<file path="config.mk">
export PLATFORM = sky130hd
export DESIGN_NAME = cordic_arbiter_flat
export DESIGN_NICKNAME = d
export VERILOG_FILES = /design/src/rtl/cordic_arbiter_if.sv /design/src/rtl/cordic_arbiter.sv /design/src/flat_wrapper.sv
export SDC_FILE = /design/constraint.sdc
export NUM_CORES = 1
export LEC_CHECK = 0
export ABC_AREA = 1
export BUFFER_PORTS_ARGS = -buffer_cell sky130_fd_sc_hd__buf_4
export CAP_MARGIN = 20
export CORE_MARGIN = 2
export CORE_UTILIZATION = 25
export DETAILED_ROUTE_END_ITERATION = 7
export HOLD_SLACK_MARGIN = 0.08
export MAX_ROUTING_LAYER = met4
export PLACE_DENSITY = 0.46
export SLEW_MARGIN = 25
export SYNTH_ARGS = -nofsm -noshare
export SYNTH_HDL_FRONTEND = slang
export SYNTH_SLANG_ARGS = --single-unit
export TNS_END_PERCENT = 20
</file>
<file path="constraint.sdc">
create_clock -name clk -period 2.8 [get_ports clk]
set_input_delay 0.14 -clock clk [delete_from_list [all_inputs] [get_ports clk]]
set_output_delay 0.14 -clock clk [all_outputs]
set_load 0.02 [all_outputs]
</file>
<file path="src/rtl/cordic_arbiter_if.sv">
// Two-channel request/response bundle around a shared CORDIC rotator.
// slave is the arbiter side, master is the requester/rotator side.
interface cordic_arbiter_if;
  logic       c0_req_valid;
  logic       c1_req_valid;
  logic       c0_req_ready;
  logic       c1_req_ready;
  logic [6:0] c0_req_angle;
  logic [6:0] c1_req_angle;
  logic [6:0] cor_z_tgt;
  logic [6:0] cor_x_in;
  logic [6:0] cor_y_in;
  logic       c0_rsp_valid;
  logic       c1_rsp_valid;
  logic       c0_rsp_ready;
  logic       c1_rsp_ready;
  logic [6:0] c0_rsp_x;
  logic [6:0] c0_rsp_y;
  logic [6:0] c1_rsp_x;
  logic [6:0] c1_rsp_y;
  logic       busy;

  modport slave (
    input  c0_req_valid, c1_req_valid,
    input  c0_req_angle, c1_req_angle,
    input  cor_x_in, cor_y_in,
    input  c0_rsp_ready, c1_rsp_ready,
    output c0_req_ready, c1_req_ready,
    output cor_z_tgt,
    output c0_rsp_valid, c1_rsp_valid,
    output c0_rsp_x, c0_rsp_y,
    output c1_rsp_x, c1_rsp_y,
    output busy
  );

  modport master (
    output c0_req_valid, c1_req_valid,
    output c0_req_angle, c1_req_angle,
    output cor_x_in, cor_y_in,
    output c0_rsp_ready, c1_rsp_ready,
    input  c0_req_ready, c1_req_ready,
    input  cor_z_tgt,
    input  c0_rsp_valid, c1_rsp_valid,
    input  c0_rsp_x, c0_rsp_y,
    input  c1_rsp_x, c1_rsp_y,
    input  busy
  );
endinterface

</file>
<file path="src/rtl/cordic_arbiter.sv">
// Round-robin sharing of one non-stallable CORDIC rotator between two
// channels, with credit-limited per-channel result FIFOs.
module cordic_arbiter #(
  parameter int PIPE_LAT = 6,
  parameter int DEPTH    = 4
) (
  input logic              clk,
  input logic              rst,
  cordic_arbiter_if.slave  io
);
  localparam int CW = $clog2(DEPTH + 1);
  localparam int PW = (DEPTH > 1) ? $clog2(DEPTH) : 1;

  logic [CW-1:0]       occ_q [2];
  logic [CW-1:0]       occ_d [2];
  logic [CW-1:0]       cnt_q [2];
  logic [CW-1:0]       cnt_d [2];
  logic [PW-1:0]       rd_q  [2];
  logic [PW-1:0]       rd_d  [2];
  logic [PW-1:0]       wr_q  [2];
  logic [PW-1:0]       wr_d  [2];
  logic [13:0]         mem_q [2][DEPTH];
  logic [13:0]         mem_d [2][DEPTH];
  logic [PIPE_LAT-1:0] tag_v_q, tag_v_d;
  logic [PIPE_LAT-1:0] tag_c_q, tag_c_d;
  logic                ptr_q, ptr_d;

  logic [1:0]  req_v, rsp_r, elig, gnt;
  logic [1:0]  nonempty, push, pop;
  logic [13:0] head [2];
  logic        issue, gch;

  function automatic logic [PW-1:0] nxt(input logic [PW-1:0] p);
    return (p == PW'(DEPTH - 1)) ? '0 : p + 1'b1;
  endfunction

  always_comb begin
    req_v = {io.c1_req_valid, io.c0_req_valid};
    rsp_r = {io.c1_rsp_ready, io.c0_rsp_ready};
    for (int c = 0; c < 2; c++)
      elig[c] = req_v[c] && (occ_q[c] < CW'(DEPTH));

    // ptr_q holds the last granted channel; the other one wins a tie
    gnt = '0;
    if (!rst) begin
      unique case (elig)
        2'b11:   gnt = ptr_q ? 2'b01 : 2'b10;
        2'b01:   gnt = 2'b01;
        2'b10:   gnt = 2'b10;
        default: gnt = '0;
      endcase
    end
    issue = |gnt;
    gch   = gnt[1];
    ptr_d = issue ? gch : ptr_q;

    tag_v_d = tag_v_q;
    tag_c_d = tag_c_q;
    tag_v_d[0] = issue;
    tag_c_d[0] = gch;
    for (int i = 1; i < PIPE_LAT; i++) begin
      tag_v_d[i] = tag_v_q[i-1];
      tag_c_d[i] = tag_c_q[i-1];
    end

    mem_d = mem_q;
    for (int c = 0; c < 2; c++) begin
      nonempty[c] = !rst && (cnt_q[c] != '0);
      pop[c]  = nonempty[c] && rsp_r[c];
      push[c] = tag_v_q[PIPE_LAT-1] &&
                (tag_c_q[PIPE_LAT-1] == 1'(c));
      head[c] = nonempty[c] ? mem_q[c][rd_q[c]] : '0;
      occ_d[c] = occ_q[c]
               + CW'(issue && (gch == 1'(c)))
               - CW'(pop[c]);
      cnt_d[c] = cnt_q[c] + CW'(push[c]) - CW'(pop[c]);
      rd_d[c]  = pop[c]  ? nxt(rd_q[c]) : rd_q[c];
      wr_d[c]  = push[c] ? nxt(wr_q[c]) : wr_q[c];
      if (push[c])
        mem_d[c][wr_q[c]] = {io.cor_x_in, io.cor_y_in};
    end

    io.c0_req_ready = gnt[0];
    io.c1_req_ready = gnt[1];
    io.cor_z_tgt    = gnt[0] ? io.c0_req_angle :
                      gnt[1] ? io.c1_req_angle : 7'd0;
    io.c0_rsp_valid = nonempty[0];
    io.c1_rsp_valid = nonempty[1];
    io.c0_rsp_x     = head[0][13:7];
    io.c0_rsp_y     = head[0][6:0];
    io.c1_rsp_x     = head[1][13:7];
    io.c1_rsp_y     = head[1][6:0];
    io.busy         = !rst && ((|tag_v_q) || (|nonempty));
  end

  always_ff @(posedge clk) begin
    if (rst) begin
      for (int c = 0; c < 2; c++) begin
        occ_q[c] <= '0;
        cnt_q[c] <= '0;
        rd_q[c]  <= '0;
        wr_q[c]  <= '0;
      end
      tag_v_q <= '0;
      tag_c_q <= '0;
      ptr_q   <= 1'b1;
    end else begin
      occ_q   <= occ_d;
      cnt_q   <= cnt_d;
      rd_q    <= rd_d;
      wr_q    <= wr_d;
      tag_v_q <= tag_v_d;
      tag_c_q <= tag_c_d;
      ptr_q   <= ptr_d;
    end
  end

  // Storage needs no reset; validity lives in the counters
  always_ff @(posedge clk) begin
    mem_q <= mem_d;
  end
endmodule
</file>
<file path="src/flat_wrapper.sv">
// flat-port wrapper written by rule: the top's interface ports become plain ports
module cordic_arbiter_flat 
#(
  parameter int PIPE_LAT = 6,
  parameter int DEPTH    = 4
)
  (clk, rst, io_c0_req_valid, io_c1_req_valid, io_c0_req_angle, io_c1_req_angle, io_cor_x_in, io_cor_y_in, io_c0_rsp_ready, io_c1_rsp_ready, io_c0_req_ready, io_c1_req_ready, io_cor_z_tgt, io_c0_rsp_valid, io_c1_rsp_valid, io_c0_rsp_x, io_c0_rsp_y, io_c1_rsp_x, io_c1_rsp_y, io_busy);
  cordic_arbiter_if io_i ();
  input logic clk;
  input logic rst;
  input wire logic [$bits(io_i.c0_req_valid)-1:0] io_c0_req_valid;
  input wire logic [$bits(io_i.c1_req_valid)-1:0] io_c1_req_valid;
  input wire logic [$bits(io_i.c0_req_angle)-1:0] io_c0_req_angle;
  input wire logic [$bits(io_i.c1_req_angle)-1:0] io_c1_req_angle;
  input wire logic [$bits(io_i.cor_x_in)-1:0] io_cor_x_in;
  input wire logic [$bits(io_i.cor_y_in)-1:0] io_cor_y_in;
  input wire logic [$bits(io_i.c0_rsp_ready)-1:0] io_c0_rsp_ready;
  input wire logic [$bits(io_i.c1_rsp_ready)-1:0] io_c1_rsp_ready;
  output wire logic [$bits(io_i.c0_req_ready)-1:0] io_c0_req_ready;
  output wire logic [$bits(io_i.c1_req_ready)-1:0] io_c1_req_ready;
  output wire logic [$bits(io_i.cor_z_tgt)-1:0] io_cor_z_tgt;
  output wire logic [$bits(io_i.c0_rsp_valid)-1:0] io_c0_rsp_valid;
  output wire logic [$bits(io_i.c1_rsp_valid)-1:0] io_c1_rsp_valid;
  output wire logic [$bits(io_i.c0_rsp_x)-1:0] io_c0_rsp_x;
  output wire logic [$bits(io_i.c0_rsp_y)-1:0] io_c0_rsp_y;
  output wire logic [$bits(io_i.c1_rsp_x)-1:0] io_c1_rsp_x;
  output wire logic [$bits(io_i.c1_rsp_y)-1:0] io_c1_rsp_y;
  output wire logic [$bits(io_i.busy)-1:0] io_busy;
  assign io_i.c0_req_valid = io_c0_req_valid;
  assign io_i.c1_req_valid = io_c1_req_valid;
  assign io_i.c0_req_angle = io_c0_req_angle;
  assign io_i.c1_req_angle = io_c1_req_angle;
  assign io_i.cor_x_in = io_cor_x_in;
  assign io_i.cor_y_in = io_cor_y_in;
  assign io_i.c0_rsp_ready = io_c0_rsp_ready;
  assign io_i.c1_rsp_ready = io_c1_rsp_ready;
  assign io_c0_req_ready = io_i.c0_req_ready;
  assign io_c1_req_ready = io_i.c1_req_ready;
  assign io_cor_z_tgt = io_i.cor_z_tgt;
  assign io_c0_rsp_valid = io_i.c0_rsp_valid;
  assign io_c1_rsp_valid = io_i.c1_rsp_valid;
  assign io_c0_rsp_x = io_i.c0_rsp_x;
  assign io_c0_rsp_y = io_i.c0_rsp_y;
  assign io_c1_rsp_x = io_i.c1_rsp_x;
  assign io_c1_rsp_y = io_i.c1_rsp_y;
  assign io_busy = io_i.busy;
  cordic_arbiter #(.PIPE_LAT(PIPE_LAT), .DEPTH(DEPTH)) u_core (.clk(clk), .rst(rst), .io(io_i));
endmodule
</file>
**Word-level counts from Yosys, hierarchy flattened**

Cells that the tools add are included.

- Output and inout port bits: 40
- Logic and storage cells: 95
- Register bits: 145

- Order comparisons: 8
- Equal/unequal tests: 7
- Mux-type cells: 23
- Reduce and logical (&&, ||, !) cells: 20
- $add $sub $neg: 12
- Bitwise operators: 6

Operator list:

| operator | count |
|---|---|
| bitwise mux 56 bit | 2 |
| 2-to-1 mux 14 bit | 8 |
| binary-select mux 14 bit (select 2 bit) | 2 |
| demux 14 bit (select 2 bit) | 2 |
| 2-to-1 mux 7 bit | 2 |
| logical AND 1 bit | 13 |
| adder 3 x 1 -> 3 bit | 4 |
| equality test 2 bit (second input constant) | 6 |
| greater-or-equal comparator 3 bit (second input constant) | 4 |
| 2-to-1 mux 2 bit | 6 |
| NOT 2 -> 3 bit | 4 |
| subtractor 3 x 1 -> 3 bit | 4 |
| adder 2 x 1 -> 2 bit (second input constant) | 4 |
| less-than comparator 3 x 1 -> 1 bit (second input constant) | 2 |
| less-than comparator 3 bit (second input constant) | 2 |
| case mux 2 bit (3 select lines) | 1 |
| nonzero test 3 bit | 2 |
| OR reduction 6 bit | 1 |
| OR reduction 2 bit | 2 |
| equality test 2 x 1 -> 1 bit (second input constant) | 1 |
| NOT 1 bit | 2 |
| logical NOT 1 bit | 1 |
| logical OR 1 bit | 1 |

**Depth between registers and ports, before layout**

Gate-level depths: netlist of the first run.

- Depth after elaboration: 9
- Mapped depth: 13
- Gate-level depth less buffers: 13

**Worst setup path after synthesis of the first run**

OpenSTA, ideal clock, no wires.

- Kind: register -> register
- From: register u_core.cnt_q[4] (netlist name)
- To: register u_core.occ_q[5] (netlist name)
- Library setup time: 113 ps
- Cell stages (with the launch flop): 14
- Slack: 849 ps
- Arrival: 1,838 ps
- Buffers on the path: 0
- Cells stage by stage: dfxtp_1 > nor2_1 > nand2_1 > nand3_1 > inv_1 > ha_1 > inv_1 > ha_1 > inv_1 > fa_1 > xor2_1 > nand2_1 > nand2_1 > nor2_1

- Word-level cells in the longest chain between the ends: 4

RTL lines:

| element | RTL line | source |
|---|---|---|
| start: declaration | cordic_arbiter.sv:16 | `logic [CW-1:0] cnt_q [2];` |
| start signal: assignment | cordic_arbiter.sv:109 | `cnt_q <= cnt_d;` |
| nonzero test 3 bit | cordic_arbiter.sv:68 | `nonempty[c] = !rst && (cnt_q[c] != '0);` |
| logical AND 1 bit | cordic_arbiter.sv:68 |  |
| logical AND 1 bit | cordic_arbiter.sv:69 | `pop[c] = nonempty[c] && rsp_r[c];` |
| via u_core.pop[0] | cordic_arbiter.sv:29 | `logic [1:0] nonempty, push, pop;` |
| subtractor 3 x 1 -> 3 bit | cordic_arbiter.sv:75 | `- CW'(pop[c]);` |
| end signal: indexed assignment | cordic_arbiter.sv:99 | `occ_q[c] <= '0;` |
| end signal: assignment | cordic_arbiter.sv:108 | `occ_q <= occ_d;` |
| end: declaration | cordic_arbiter.sv:14 | `logic [CW-1:0] occ_q [2];` |

The timed path passes the listed nets, and every way through them passes these cells.
A chain may end at the register's enable or synchronous reset.

**Worst setup path after layout of the first run**

- From: register u_core.rd_q[2] (netlist name)
- To: output io_c0_rsp_y[3]

- Word-level cells in the longest chain between the ends: 5

RTL lines:

| element | RTL line | source |
|---|---|---|
| start: declaration | cordic_arbiter.sv:18 | `logic [PW-1:0] rd_q [2];` |
| start signal: assignment | cordic_arbiter.sv:110 | `rd_q <= rd_d;` |
| NOT 2 -> 3 bit (implied by the code) | cordic_arbiter.sv:72 | `head[c] = nonempty[c] ? mem_q[c][rd_q[c]] : '0;` |
| binary-select mux 14 bit (select 2 bit) | cordic_arbiter.sv:72 |  |
| 2-to-1 mux 14 bit (implied by the code) (2 in a row) | cordic_arbiter.sv:72 |  |
| 2-to-1 mux 14 bit | cordic_arbiter.sv:72 |  |
| end: declaration | flat_wrapper.sv:25 | `output wire logic [$bits(io_i.c0_rsp_y)-1:0] io_c0_rsp_y;` |

Every way passes these cells. The select of a mux whose other input is x is not followed.

==> key figures, run 1 <==
Power
  • Static Leak: ~3.1 nW
  • Clock power frac: 0.383
  • Int Power: 4.08 mW
  • Comb pwr share: 0.187
  • PwrDens: around 730 mW/mm2
  • Max IR drop VDD: 0.407 mV
  • Share of power burned in registers: 0.430
  • Net Sw Power: between 1.5 and 2 mW
  • Switching Share: 0.279

GRT
  • Number of global-route vias before repair: 4,047
  • GRT overflow: 0
  • GRT Total Usage: 0.113
  • Pin count of the biggest net entering global routing: 30
  • First-pass GRT wire length: 21,500 um
  • Initial antenna violation count: 0

Logic synthesis
  • Synthesized instance count: 572
  • Sequential area share after synthesis: 0.661
  • Synth cell types: 21
  • Cell Area, Synth: 0.00609 mm2
  • Mean Syn Cell Area: 10.6 um2
  • Syn. warnings: 0
  • Syn_nets: approximately 630
  • Synthesized flop and latch total: 145

STA
  • Sum Neg Setup Slack: 0 ns
  • Worst-Margin Slew: 0.681 ns
  • Final Critical Period: 2.28 ns
  • Fin. max-slew vios: 0
  • Fmax: 439 MHz
  • Final Hold Violating Endpoints: 0
  • Setup-failing EPs final: 0
  • Crit share post-route: 0.814
  • Worst rel slew slack: 0.545
  • RSZ-0062 raised after global routing: false
  • Max Clock Skew: roughly 0.012 ns

Layout
  • Proportion of layout cells with a drive suffix above 1: 0.179
  • Area delta synth->final: 26.7%
  • Inserted Diodes: 0
  • Layout Nets: 726
  • Fill count: 2,528
  • Layout Cells excl Fill: 1,006

Drt
  • Vias per cell: 3.98
  • Drt first pass iters: 4
  • Total Wirelength: 13,400 um
  • Initial DRC count: ~200
  • Avg WL per Cell: about 13 um
  • DR vias: 4,004
  • # DRC: 0
  • Routed Antenna Nets: 0

Floorplan
  • Row Count: 57
  • Die Area: 0.0256 mm2
  • Initial Utilization: 0.253
  • Die height: 160 um
  • Die X: 160 um
  • Core ar.: 0.0241 mm2
  • IO Pins: 74

Worst setup path
  • Worst Path Arrival: 2.14 ns
  • CP startpoint kind: flop
  • Reg2Reg Setup Slack: 0.69 ns
  • Crit path from: u_core.rd_q[2]
  • RR Endpoint: u_core.occ_q[5]
  • Crit path required time: roughly 2.7 ns
  • CP peak stage delay: just over 0.6 ns
  • CP max stage cell: dfxtp_1
  • Crit end category: output pin
  • Worst-path maximum fanout: 19
  • CP Class: flop to output pin
  • Reg-to-Reg Start: u_core.cnt_q[4]
  • CP endpoint: io_c0_rsp_y[3]
  • CP Cell Sequence: buf_4 -> nor2_1 -> nor2_1 -> o21ai_0 -> a21oi_1 -> buf_4
  • R2R cell count: 13

Run
  • Maxcap violations: 0

Clock tree
  • Root cell of the clock tree: clkbuf_16
  • TritonCTS clock tree: built
  • Htree depth: 4
  • CTS Buf Count: 17
  • Worst-skew pair later-pin latency: 0.42 ns
  • Clock transition at path regs: around 0.060 ns
  • Sink Count: 145
  • CTS max path bufs: 2

Run status
  • Outcome: complete, no violations

Placement
  • DP Wirelength: roughly 8600 um
  • Port-buffer cells: 73
  • Placer Congestion: ~0.74
  • Placed Instances: 959

Worst hold path
  • Worst hold path type: input pin to flop
## registers in the layout (all words and copies together), names as in the netlist
| register | flops |
|---|---|
| u_core.mem_q | 112 |
| u_core.cnt_q | 6 |
| u_core.occ_q | 6 |
| u_core.tag_c_q | 6 |
| u_core.tag_v_q | 6 |
| u_core.rd_q | 4 |
| u_core.wr_q | 4 |
| u_core.ptr_q | 1 |
## through the flow
step,area (um2),utilization,hold slack (ns),worst slack (ns),power (mW)
finish,7720,0.320,0.126,0.522,5.66
global route,7720,0.320,0.178,0.339,5.96
CTS,7720,0.320,0.117,0.462,5.74
detailed placement,6990,0.290,0.392,0.715,3.54
global placement,6990,0.290,0.391,0.735,3.54
floorplan,6090,-,0.239,0.849,3.16
## worst min path at each step
stage                     slack, ns               from                end  cells past startpoint
after detailed placement       0.39  u_core.tag_c_q[1]  u_core.tag_c_q[2]                      2
after global routing           0.18    io_c1_rsp_ready     u_core.rd_q[1]                      4
after CTS                      0.12    io_c1_rsp_ready     u_core.rd_q[1]                      4
after global placement         0.39  u_core.tag_c_q[1]  u_core.tag_c_q[2]                      2
after floorplan                0.24     io_cor_y_in[0]    u_core.mem_q[0]                      0
final                          0.13    io_c1_rsp_ready     u_core.rd_q[1]                      4
## layer usage
layer	wire, um	track usage	vias to the layer above
li1	-	-	2079
met1	6190	0.138	1839
met2	6530	0.186	71
met3	461	0.0257	15
met4	198	0.0369	0
met5	0	-	-
## logic make-up (layout without fill, tap and decap cells)
group,Yosys count,after routing,share of synthesized area
xor gates and xnor gates,3,3,0.00431
and+or+nand+nor,218,218,0.139
AOI/OAI and AO/OA,96,96,0.0793
DFF,145,145,0.661
buffers and inverters,88,198,0.0666
adders and majority gates,22,22,0.0501
## synthesized netlist by cell type
master	number	area share
inv_1	60	0.037
a211oi_1	1	0.0012
o21ai_1	20	0.016
ha_1	18	0.037
nand2_1	40	0.025
buf_4	6	0.0074
nor2_1	159	0.098
and2_1	2	0.0021
buf_2	10	0.0082
xor2_1	3	0.0043
clkbuf_1	4	0.0025
edfxtp_1	112	0.55
fa_1	4	0.013
nor2_2	2	0.0021
inv_2	2	0.0012
o21ai_0	41	0.034
dfxtp_1	33	0.11
nand3_1	15	0.012
inv_4	1	0.0010
a21oi_1	34	0.028
buf_6	5	0.0092
## cells in the final DEF (no fill, tap or decap), types with 3 or more instances in the layout
| cell type | count |
|---|---|
| a21oi_1 | 34 |
| dfxtp_1 | 33 |
| edfxtp_1 | 112 |
| nor2_1 | 159 |
| xor2_1 | 3 |
| dlygate4sd3_1 | 16 |
| ha_1 | 18 |
| clkbuf_16 | 17 |
| o21ai_0 | 41 |
| buf_4 | 88 |
| clkinvlp_4 | 3 |
| fa_1 | 4 |
| nand3_1 | 15 |
| inv_1 | 60 |
| o21ai_1 | 20 |
| nand2_1 | 40 |
## power groups by stage
stage          clock (mW)  sequential (mW)  combinational (mW)
4_1_cts              2.22             2.43                1.08
5_1_grt              2.31             2.44                1.21
6_report             2.17             2.43                1.06
3_3_place_gp            0             2.48                1.06
2_1_floorplan           0             2.46               0.697
3_5_place_dp            0             2.48                1.06
## repair_timing
item / 4_1_cts / 5_1_grt
resized for setup: 0 / 0
buffers inserted: 0 / 0
hold endpoints to repair: 122 / 0
hold buffers: 16 / 0
## layout make-up
type	instances	area, um2	share of cell area
timing repair buffer	104	821	0.106
clock buffer	18	429	0.0556
multi-input combinational	339	1660	0.215
clock inverter	13	136	0.0177
tap	324	405	0.0525
inverter	63	239	0.0310
sequential	145	4020	0.521
## critical path: cells and delay by family (launching register included)
kind                   cells  cell delay (ns)
buffers and inverters      2             0.55
AND/OR/NAND/NOR            2             0.15
AO/OA/AOI/OAI              2             0.40
flip-flops                 1             0.62
No activity file was read; power rests on OpenSTA's default activity.
==> run 2, diff against run 1 <==
--- a/config.mk
+++ b/config.mk
@@ -13,7 +13,7 @@
 export DETAILED_ROUTE_END_ITERATION = 7
 export HOLD_SLACK_MARGIN = 0.08
 export MAX_ROUTING_LAYER = met4
-export PLACE_DENSITY = 0.46
+export PLACE_DENSITY = 0.47
 export SLEW_MARGIN = 25
 export SYNTH_ARGS = -nofsm -noshare
 export SYNTH_HDL_FRONTEND = slang
==> constraint.sdc (replaced) <==
create_clock -name clk -period 1.8 [get_ports clk]
set_input_delay 0.09 -clock clk [delete_from_list [all_inputs] [get_ports clk]]
set_output_delay 0.09 -clock clk [all_outputs]
set_load 0.02 [all_outputs]
==> key figures, run 2 (synthesis gave the netlist of run 1 again) <==
Worst setup path
  • Worst-path maximum fanout: 3 (was 19)
  • CP Class: flop to flop (was flop to output pin)
  • CP startpoint kind: flop (unchanged)
  • Crit path required time: 2.15 ns (was 2.66 ns)
  • Crit path from: u_core.cnt_q[4] (was u_core.rd_q[2])
  • Crit end category: flop (was output pin)
  • Reg-to-Reg Start: u_core.cnt_q[4] (unchanged)
  • Worst Path Arrival: 2.19 ns (was 2.14 ns)

Clock tree
  • Htree depth: 4 (unchanged)
  • Clock transition at path regs: 0.06 ns (about the same)
  • Sink Count: 145 (unchanged)
  • Root cell of the clock tree: clkbuf_16 (unchanged)
  • CTS max path bufs: 2 (unchanged)
  • Worst-skew pair later-pin latency: 0.42 ns (about the same)
  • CTS Buf Count: 17 (unchanged)
  • TritonCTS clock tree: built (unchanged)

Placement
  • Placement Setup Slack: -0.0580 ns (was 0.715 ns)
  • DP Wirelength: 8830 um (was 8640 um)
  • Port-buffer cells: 73 (unchanged)
  • Placed cell areas: 0.00722 mm2 (was 0.00699 mm2)
  • Placer Congestion: 0.714 (was 0.737)

STA
  • Fmax: around 540 MHz
  • Final Hold Violating Endpoints: 0 (unchanged)
  • Worst-Margin Slew: 0.304 ns (was 0.681 ns)
  • Final Critical Period: 1.84 ns
  • RSZ-0062 raised after global routing: true (was false)
  • Worst rel slew slack: 0.797 (was 0.545)
  • Fin. max-slew vios: 0 (unchanged)
  • Final setup margin: -0.0424 ns (was 0.522 ns)
  • Setup-failing EPs final: 4 (was 0)
  • Max Clock Skew: 0.00869 ns (was 0.0123 ns)
  • Crit share post-route: 1.02

GRT
  • First-pass GRT wire length: 22,000 um (was 21,500 um)
  • Initial antenna violation count: 0 (unchanged)
  • Number of global-route vias before repair: 4,057 (was 4,047)
  • GRT Total Usage: 0.115 (was 0.113)
  • Pin count of the biggest net entering global routing: 30 (unchanged)
  • GRT overflow: 0 (unchanged)

Layout
  • Number of flip-flops in the largest register: 112 (unchanged)
  • Utilization after layout: 0.343 (was 0.320)
  • Largest register by flop count: u_core.mem_q (unchanged)
  • Layout Nets: 765 (was 726)
  • Final Cell Area: 0.00827 mm2 (was 0.00772 mm2)
  • Inserted Diodes: 0 (unchanged)
  • Fill count: 2,483 (was 2,528)
  • Proportion of layout cells with a drive suffix above 1: 0.285 (was 0.179)
  • Most frequent cells in the layout: 157 x nor2_1, 119 x buf_4, 112 x edfxtp_1 (was 159 x nor2_1, 112 x edfxtp_1, 88 x buf_4)
  • Reg area: 0.00404 mm2 (was 0.00402 mm2)
  • Footprint of the multi-input gates: 0.00181 mm2 (was 0.00166 mm2)
  • Area delta synth->final: 35.8% (was 26.7%)
  • Most common cell after layout, fill and taps aside: nor2_1 (unchanged)

Floorplan
  • IO Pins: 74 (unchanged)
  • Initial Utilization: 0.253 (unchanged)
  • Row Count: 57 (unchanged)
  • Die height: 160 um (unchanged)
  • Die X: 160 um (unchanged)
  • Die Area: 0.0256 mm2 (unchanged)
  • Core ar.: 0.0241 mm2 (unchanged)

Drt
  • Avg WL per Cell: 13.2 um (was 13.3 um)
  • DR vias: 4,154 (was 4,004)
  • Initial DRC count: 204 (was 202)
  • # DRC: 0 (unchanged)
  • Routed Antenna Nets: 0 (unchanged)
  • Drt first pass iters: 6 (was 4)
  • Vias per cell: 3.97 (was 3.98)
  • Total Wirelength: 13,800 um (was 13,400 um)

Power
  • Max IR drop VDD: 0.507 mV (was 0.407 mV)
  • PwrDens: 1140 mW/mm2 (was 733 mW/mm2)
  • Static Leak: 3.29 nW (was 3.06 nW)

Worst hold path
  • Worst hold path type: input pin to flop (unchanged)
  • Hold Crit Start: rst (was io_c1_rsp_ready)

Run status
  • Failing checks: negative setup slack
  • Outcome: complete, but fails checks (was complete, no violations)

Run
  • Maxcap violations: 0 (unchanged)
-- run 2: area by class of cell --
| cell class | count | share of cell area |
|---|---|---|
| Clock buffer | 17 | 0.0514 |
| Timing Repair Buffer | 143 | 0.142 |
| Clock inverter | 15 | 0.0210 |
| Sequential cell | 145 | 0.488 |
| Tap cell | 324 | 0.0490 |
| Inverter | 63 | 0.0307 |
| Multi-Input combinational cell | 339 | 0.218 |
-- run 2: repair_timing --
action / CTS / global route
hold endpoints to repair: 113 / 0
setup buffers: 11 / 7
endpoints found under the setup margin: 42 / 45
resized for setup: 16 / 30
hold buffers: 15 / 0
cloned: 0 / 0
pin swaps: 11 / 10
-- run 2: critical path, cell delays in order (launching register included) --
cell and delay (ns):
dfxtp_2 0.32, nor2_1 0.04, nand2_1 0.08, nand3_2 0.08
buf_4 0.14, buf_6 0.10, buf_4 0.12, buf_4 0.12
buf_4 0.12, buf_4 0.12, buf_4 0.12, buf_4 0.12
buf_4 0.14, nand2_2 0.04, nand2_1 0.04, nor2_1 0.07
-- run 2: path summary, 6_finish.rpt --
path / end / slack [ns] / cells after the start
hold / removal: u_core.rd_q[0] / 0.11 / 5
setup reg to reg: u_core.rd_q[2] / -0.04 / 15
setup / recovery: u_core.rd_q[2] / -0.04 / 15
hold reg to reg: u_core.tag_c_q[1] / 0.40 / 2
-- run 2: metal layers --
| layer | global-route usage | part of all wire | wire length (um) | vias up |
|---|---|---|---|---|
| li1 | - | - | - | 2165 |
| met1 | 0.142 | 0.47 | 6540 | 1890 |
| met2 | 0.185 | 0.47 | 6500 | 93 |
| met3 | 0.0332 | 0.046 | 628 | 6 |
| met4 | 0.0344 | 0.0080 | 110 | 0 |
| met5 | - | 0 | 0 | - |
-- run 2: report_power, final --
| part | leakage (nW) | switching (mW) | internal (mW) |
|---|---|---|---|
| Combinational | 1.72 | 1.19 | 0.887 |
| Clock | 0.290 | 1.50 | 2.08 |
| Sequential | 1.28 | 0.0686 | 3.72 |
| Total | 3.29 | 2.75 | 6.69 |
-- run 2: stage by stage --
step	std cells	power (mW)	hold WS [ns]	TNS, ns
floorplan	572	4.96	0.189	-0.0786
finish	1046	9.44	0.112	-0.0910
global route	1046	9.91	0.116	-2.49
CTS	1040	9.41	0.0956	-0.253
detailed placement	982	5.68	0.356	-0.266
global placement	982	5.68	0.355	-0.138
